## src/rtl/req_ack_arbiter.sv

```systemverilog
// Round-robin arbiter sharing one req/ack/data channel among NUM_REQ requesters.
// Define REQ_ACK_TIMEOUT_EN to enable the ack timeout and timeout_err pulse.
module req_ack_arbiter #(
  parameter int NUM_REQ     = 4,
  parameter int DATA_W      = 8,
  parameter int ACK_TIMEOUT = 15
) (
  input  logic                      clk,
  input  logic                      rst_n,
  input  logic [NUM_REQ-1:0]        req_vec,
  input  logic [NUM_REQ*DATA_W-1:0] req_data,
  output logic [NUM_REQ-1:0]        gnt_vec,
  output logic                      req,
  output logic [DATA_W-1:0]         data,
  input  logic                      ack,
  output logic                      done,
  output logic                      timeout_err,
  output logic                      busy
);

  localparam int PTR_W = $clog2(NUM_REQ);

  if (NUM_REQ < 2 || NUM_REQ > 16 || ACK_TIMEOUT < 1) begin : g_param_chk
    $error("req_ack_arbiter: illegal parameters");
  end

  typedef enum logic [1:0] {
    S_IDLE,
    S_REQ,
    S_REL
  } state_e;

  state_e state_q, state_d;

  logic [PTR_W-1:0]   ptr_q, ptr_d;
  logic [PTR_W-1:0]   win_q, win_d;
  logic [PTR_W-1:0]   pick;
  logic               found;
  logic [NUM_REQ-1:0] gnt_q, gnt_d;
  logic [DATA_W-1:0]  data_q, data_d;
  logic               req_q, req_d;
  logic               done_q, done_d;
  logic               tmo_q, tmo_d;
  logic               expired;

  logic [NUM_REQ-1:0][DATA_W-1:0] lane;

  assign lane = req_data;

  // First pending requester at or above ptr_q, wrapping.
  always_comb begin
    int idx;
    logic [PTR_W-1:0] ip;
    pick  = '0;
    found = 1'b0;
    idx   = 0;
    ip    = '0;
    for (int k = 0; k < NUM_REQ; k++) begin
      idx = (int'(ptr_q) + k) % NUM_REQ;
      ip  = PTR_W'(idx);
      if (!found && req_vec[ip]) begin
        found = 1'b1;
        pick  = ip;
      end
    end
  end

`ifdef REQ_ACK_TIMEOUT_EN
  localparam int CNT_W = $clog2(ACK_TIMEOUT + 1);
  localparam logic [CNT_W-1:0] CNT_MAX = CNT_W'(ACK_TIMEOUT);

  logic [CNT_W-1:0] cnt_q, cnt_d;

  always_comb begin
    cnt_d = cnt_q;
    unique case (1'b1)
      state_q == S_IDLE: cnt_d = found ? CNT_W'(1) : '0;
      state_q == S_REQ: begin
        if (!expired) cnt_d = cnt_q + 1'b1;
      end
      default: cnt_d = '0;
    endcase
  end

  always_ff @(posedge clk or negedge rst_n) begin
    if (!rst_n) cnt_q <= '0;
    else        cnt_q <= cnt_d;
  end

  assign expired = (cnt_q == CNT_MAX);
`else
  assign expired = 1'b0;
`endif

  always_ff @(posedge clk or negedge rst_n) begin
    if (!rst_n) state_q <= S_IDLE;
    else        state_q <= state_d;
  end

  always_comb begin
    state_d = state_q;
    unique case (state_q)
      S_IDLE:  if (found) state_d = S_REQ;
      S_REQ:   if (ack || expired) state_d = S_REL;
      S_REL:   state_d = S_IDLE;
      default: state_d = S_IDLE;
    endcase
  end

  always_comb begin
    gnt_d  = gnt_q;
    data_d = data_q;
    req_d  = req_q;
    win_d  = win_q;
    ptr_d  = ptr_q;
    done_d = 1'b0;
    tmo_d  = 1'b0;
    unique case (state_q)
      S_IDLE: begin
        if (found) begin
          win_d       = pick;
          gnt_d       = '0;
          gnt_d[pick] = 1'b1;
          data_d      = lane[pick];
          req_d       = 1'b1;
        end
      end
      S_REQ: begin
        // ack beats an expiring counter in the same cycle
        if (ack) begin
          req_d  = 1'b0;
          done_d = 1'b1;
        end else if (expired) begin
          req_d = 1'b0;
          tmo_d = 1'b1;
        end
      end
      S_REL: begin
        gnt_d = '0;
        ptr_d = (win_q == PTR_W'(NUM_REQ - 1)) ? '0 : win_q + 1'b1;
      end
      default: begin
        gnt_d = '0;
        req_d = 1'b0;
      end
    endcase
  end

  always_ff @(posedge clk or negedge rst_n) begin
    if (!rst_n) begin
      gnt_q  <= '0;
      data_q <= '0;
      req_q  <= 1'b0;
      win_q  <= '0;
      ptr_q  <= '0;
      done_q <= 1'b0;
      tmo_q  <= 1'b0;
    end else begin
      gnt_q  <= gnt_d;
      data_q <= data_d;
      req_q  <= req_d;
      win_q  <= win_d;
      ptr_q  <= ptr_d;
      done_q <= done_d;
      tmo_q  <= tmo_d;
    end
  end

  assign gnt_vec     = gnt_q;
  assign data        = data_q;
  assign req         = req_q;
  assign done        = done_q;
  assign timeout_err = tmo_q;
  assign busy        = (state_q != S_IDLE);

endmodule

```

## config.mk

```make
export PLATFORM = sky130hd
export DESIGN_NAME = req_ack_arbiter
export DESIGN_NICKNAME = d
export VERILOG_FILES = /design/src/rtl/req_ack_arbiter.sv
export SDC_FILE = /design/constraint.sdc
export NUM_CORES = 1
export LEC_CHECK = 0
export ABC_AREA = 1
export BUFFER_PORTS_ARGS = -buffer_cell sky130_fd_sc_hd__buf_4
export CORE_MARGIN = 2
export CORE_UTILIZATION = 51
export CTS_BUF_LIST = sky130_fd_sc_hd__clkbuf_4
export DETAILED_ROUTE_END_ITERATION = 7
export PLACE_DENSITY = 0.82
export SYNTH_ARGS = -nofsm -noshare
export SYNTH_HDL_FRONTEND = slang
export SYNTH_SLANG_ARGS = --single-unit
export TNS_END_PERCENT = 5
```

## constraint.sdc

```tcl
create_clock -name clk -period 2.2 [get_ports clk]
set_input_delay 0.55 -clock clk [delete_from_list [all_inputs] [get_ports clk]]
set_output_delay 0.55 -clock clk [all_outputs]
set_load 0.05 [all_outputs]
```

Word level (Yosys, flattened, before mapping):

Cells that the tools add are included.

* flip-flop bits (word level): 20
* input bits: 39
* output and inout bits: 16
* logic and storage cells: 68

* add/subtract/negate cells: 4
* $lt $le $gt $ge: 6
* equality and inequality tests: 5
* muxes and demuxes: 31
* bitwise operators: 2
* reductions and logical operators: 13

Operator list (count)
* $bmux 8 s2: 1
* $lt 2x3->1 const B: 5
* $mux 2: 7
* $mux 1: 13
* $bmux 1 s2: 4
* $mux 8: 1
* $pmux 4 s2: 1
* $reduce_and 2->1: 3
* $add 2x1->2 const B: 2
* $add 2x2->2 const B: 2
* $eq 2x2->1 const B: 2
* $logic_and 1x1->1: 4
* $mux 4: 1
* $ne 2x2->1 const B: 2
* $pmux 2 s2: 1
* $logic_not 1->1: 3
* $pmux 1 s3: 1
* $reduce_and 3->1: 1
* $demux 1 s2: 1
* $eq 2x1->1 const B: 1
* $ge 2x1->1 const B: 1
* $logic_not 2->1: 1
* $not 1->1: 2
* $reduce_bool 2->1: 1

Longest topological paths before layout:

* depth in word-level cells: 18
* depth in mapped cells: 15

Worst setup path before layout:

Ideal clock, no wire load.

* path kind: in2reg
* from: input port req_vec[3]
* to: register data_q[1] (netlist: data[1])
* setup time: 130 ps
* data arrival time: 1536 ps
* required time: 2070 ps
* slack: 533 ps
* stages: 11
* cells stage by stage: inv_1 nand2_2 nand3_2 nand2_4 nor2_8 nand3_2 nand2_4 nand2_4 buf_6 o211ai_1 nand3_1

* cells in the longest elaborated chain, start to end: 14

RTL lines
* start: declaration: RTL line 10 `input logic [NUM_REQ-1:0] req_vec,`
* $bmux 1 s2: RTL line 61 `if (!found && req_vec[ip]) begin`
* $mux 1 (implied by the code): RTL line 61
* $mux 1: RTL line 61
* $logic_not 1->1: RTL line 61
* $logic_and 1x1->1: RTL line 61
* $mux 1: RTL line 61
* $logic_not 1->1: RTL line 61
* $logic_and 1x1->1: RTL line 61
* $mux 1: RTL line 61
* $logic_not 1->1: RTL line 61
* $logic_and 1x1->1: RTL line 61
* $mux 2: RTL line 61
* $bmux 8 s2: RTL line 124 `data_d = lane[pick];`
* $mux 8 (implied by the code): RTL line 124
* end signal: assignment: RTL line 160 `data_q <= data_d;`
* end: declaration: RTL line 40 `logic [DATA_W-1:0] data_q, data_d;`

Several ways; a longest one is shown, not always the timed one. The select of a mux whose other input is x is not followed.
A chain may end at the register's enable or synchronous reset.

Final worst setup path:

* from: register ptr_q[0]
* to: register data_q[3] (netlist: data[3])

* cells in the longest elaborated chain, start to end: 14

RTL lines
* start: declaration: RTL line 35 `logic [PTR_W-1:0] ptr_q, ptr_d;`
* start signal: assignment: RTL line 163 `ptr_q <= ptr_d;`
* branches (longest 14 deep; another with $add 2x1->2)

Parallel ways; which one is timed is not known. The select of a mux whose other input is x is not followed.

==> out/metrics.cfg <==
[logic_synthesis]
syn_avg_cell_area_um2 = 6.983
ys_seq_area_share_pct = 33.03
synth_area_leaders = dfrtp_1 33%, nand2_1 18%, nand3_1 8.6%
synth_area_leader_cell = dfrtp_1
synth_cell_types = 25
ys.warnings.count = 0
synth_nets = 257
netlist_area_um2 = 1515
synth_top_cell_area_share_pct = 33.03
synthCells = 217
synth-seq-cells = 20

[route]
drtPass1Iterations = 4
wire_per_inst_um = 10.70
drc_errors = 0
routed_via_density = 4.848
totalWireLength_um = 3230
vias = 1464
drt-initial-drc-count = 46
antenna_left = 0

[timing]
setup_violations = 0
rsz0062_at_grt = false
period_share_pct = 88.49
timing.final.ws_setup_ps = 253.2
drv_slew = 0
fmax_ghz = 0.5137
fin_crit_ps = 1947
clock_skew_ps = 3.723
hold_viol = 0
fin_setup_tns_ps = 0

[cts]
cts-resized-gates = 0
path_clk_slew_ps = 120
postCtsSetupBuffers = 0
hold_buffers = 0
cts_tree = built
insertion_delay_ps = 300
cts-root-buf = clkbuf_4
cts.sinks = 20
clockBufferDepth = 2
htreeDepth = 1
cts_buffers = 3

[grt]
antenna_found_initial = 0
grt_pass1_vias = 1396
grt.total_usage_pct = 21.27
grt-ovfl-total = 0
grt_max_degree = 25
grt_pass1_wl_um = 5768

[worst_setup_path]
rr_endpoint = data[3]
reg2reg_depth = 13
startpoint = ptr_q[0]
r2r-start = ptr_q[0]
crit_type = flip-flop to flip-flop
worstPathMaxFanout = 24
end_kind = flip-flop
cp.required_ps = 2410
r2r_slack_ps = 250
start_kind = flip-flop
cp.arrival_ps = 2150

[finish]
diodes = 0
drive_above_1_share_pct = 34.32
area_delta_synth_final_pct = 30.06
final_common_cell = nand2_1
fillCellCount = 249
final_cell_mix = 74 x nand2_1, 57 x buf_4, 31 x inv_1
nets = 312

[outcome]
status = complete, no violations

[floorplanning]
die_h_um = 58.51
ios = 55
fp.dieW_um = 58.51
core_um2 = 2781
initial_core_util_pct = 54.48
row_count = 19
die-area_um2 = 3423

[place]
numPortBuffers = 53
hpwl_um = 2622
pre_cts_slack_ps = 196.1
gp_congestion = 0.8424

[power_and_ir_drop]
max-vdd-ir-drop_v = 0.001188
power-per-cell-area_nw_per_um2 = 1745
p_leak_nw = 1.141

[job]
drv_cap = 0

[worst_hold_path]
hp-class = input port to async pin

-- metal layers --
layer	wire length, um	vias to the layer above	global-route usage [%]
met1	1471	646	27.99
met4	21	0	6.312
met5	0	-	0
li1	-	776	-
met3	175	2	1.758
met2	1562	40	37.24
-- critical path, stage by stage (launching register included) --
cell     delay (ps)
dfrtp_1         480
buf_4           200
nand2_2          80
nand3_2         100
nand2_4         130
nor2_1           60
nor2_2          120
nand2_4         120
nand2_4         230
nand2_1          80
nand3_1          70
nand2_1          60
nand2_1          60
nand2_1          50
-- per-stage QoR --
stage	util (%)	cell area [um2]	power [W]	hold slack, ps	instances
after floorplan	-	1515	0.002703	254.4	217
after global placement	68.96	1918	0.003111	443.0	298
after detailed placement	68.96	1918	0.003152	446.1	298
after CTS	70.85	1971	0.003459	107.1	302
after global routing	70.85	1971	0.003791	103.6	302
final	70.85	1971	0.003439	97.39	302
-- cell type report --
type | count | area (um2) | share of cell area (%)
repair buffers | 57 | 427.9 | 21.71
well taps | 31 | 38.79 | 1.968
clock inverters | 1 | 30.03 | 1.524
inverters | 35 | 131.4 | 6.667
clock buffers | 3 | 22.52 | 1.143
flip-flops and latches | 20 | 500.5 | 25.40
multi-input cells | 155 | 819.5 | 41.59
-- power by group --
group,total [W],switching [W],internal [W]
Clock,0.000304,0.000120,0.000184
Combinational,0.00247,0.00167,0.000804
Sequential,0.000660,0.000118,0.000542
Total,0.00344,0.00191,0.00153
-- cells in the mapped netlist --
cell type	number
a21oi_1	1
buf_4	4
buf_6	3
conb_1	1
dfrtp_1	20
ha_1	1
inv_1	31
inv_2	4
nand2_1	74
nand2_2	10
nand2_4	5
nand3_1	26
nand3_2	5
nand3b_1	6
nand4_1	1
nor2_1	8
nor2_2	3
nor2_4	2
nor2_8	1
o211ai_1	5
o21ai_0	1
o21ai_1	1
o21ai_2	2
o31ai_1	1
or2_1	1
-- worst max-delay path by stage --
stage,endpoint,slack (ps),depth (start not counted)
after global placement,data[1],230,11
after global routing,data[3],40,13
final,data[3],250,13
after CTS,data[3],250,13
after detailed placement,data[1],200,11
after floorplan,data[1],530,11
-- sequential cells by signal, summed over array words and instances, names as in the netlist --
| signal | flops |
|---|---|
| data | 8 |
| done | 1 |
| gnt_vec | 4 |
| ptr_q | 2 |
| req | 1 |
| state_q | 2 |
| win_q | 2 |
-- cells by family (layout without fill, tap and decap cells) --
| family | Yosys count | in the layout | synth area share (%) |
|---|---|---|---|
| compound gates | 11 | 11 | 5.119 |
| simple gates | 142 | 142 | 47.89 |
| flops | 20 | 20 | 33.03 |
| fa+ha+maj | 1 | 1 | 0.8256 |
| buf+inv | 42 | 96 | 12.88 |
| other cells | 1 | 1 | 0.2475 |
No activity file was read; power rests on OpenSTA's default activity.
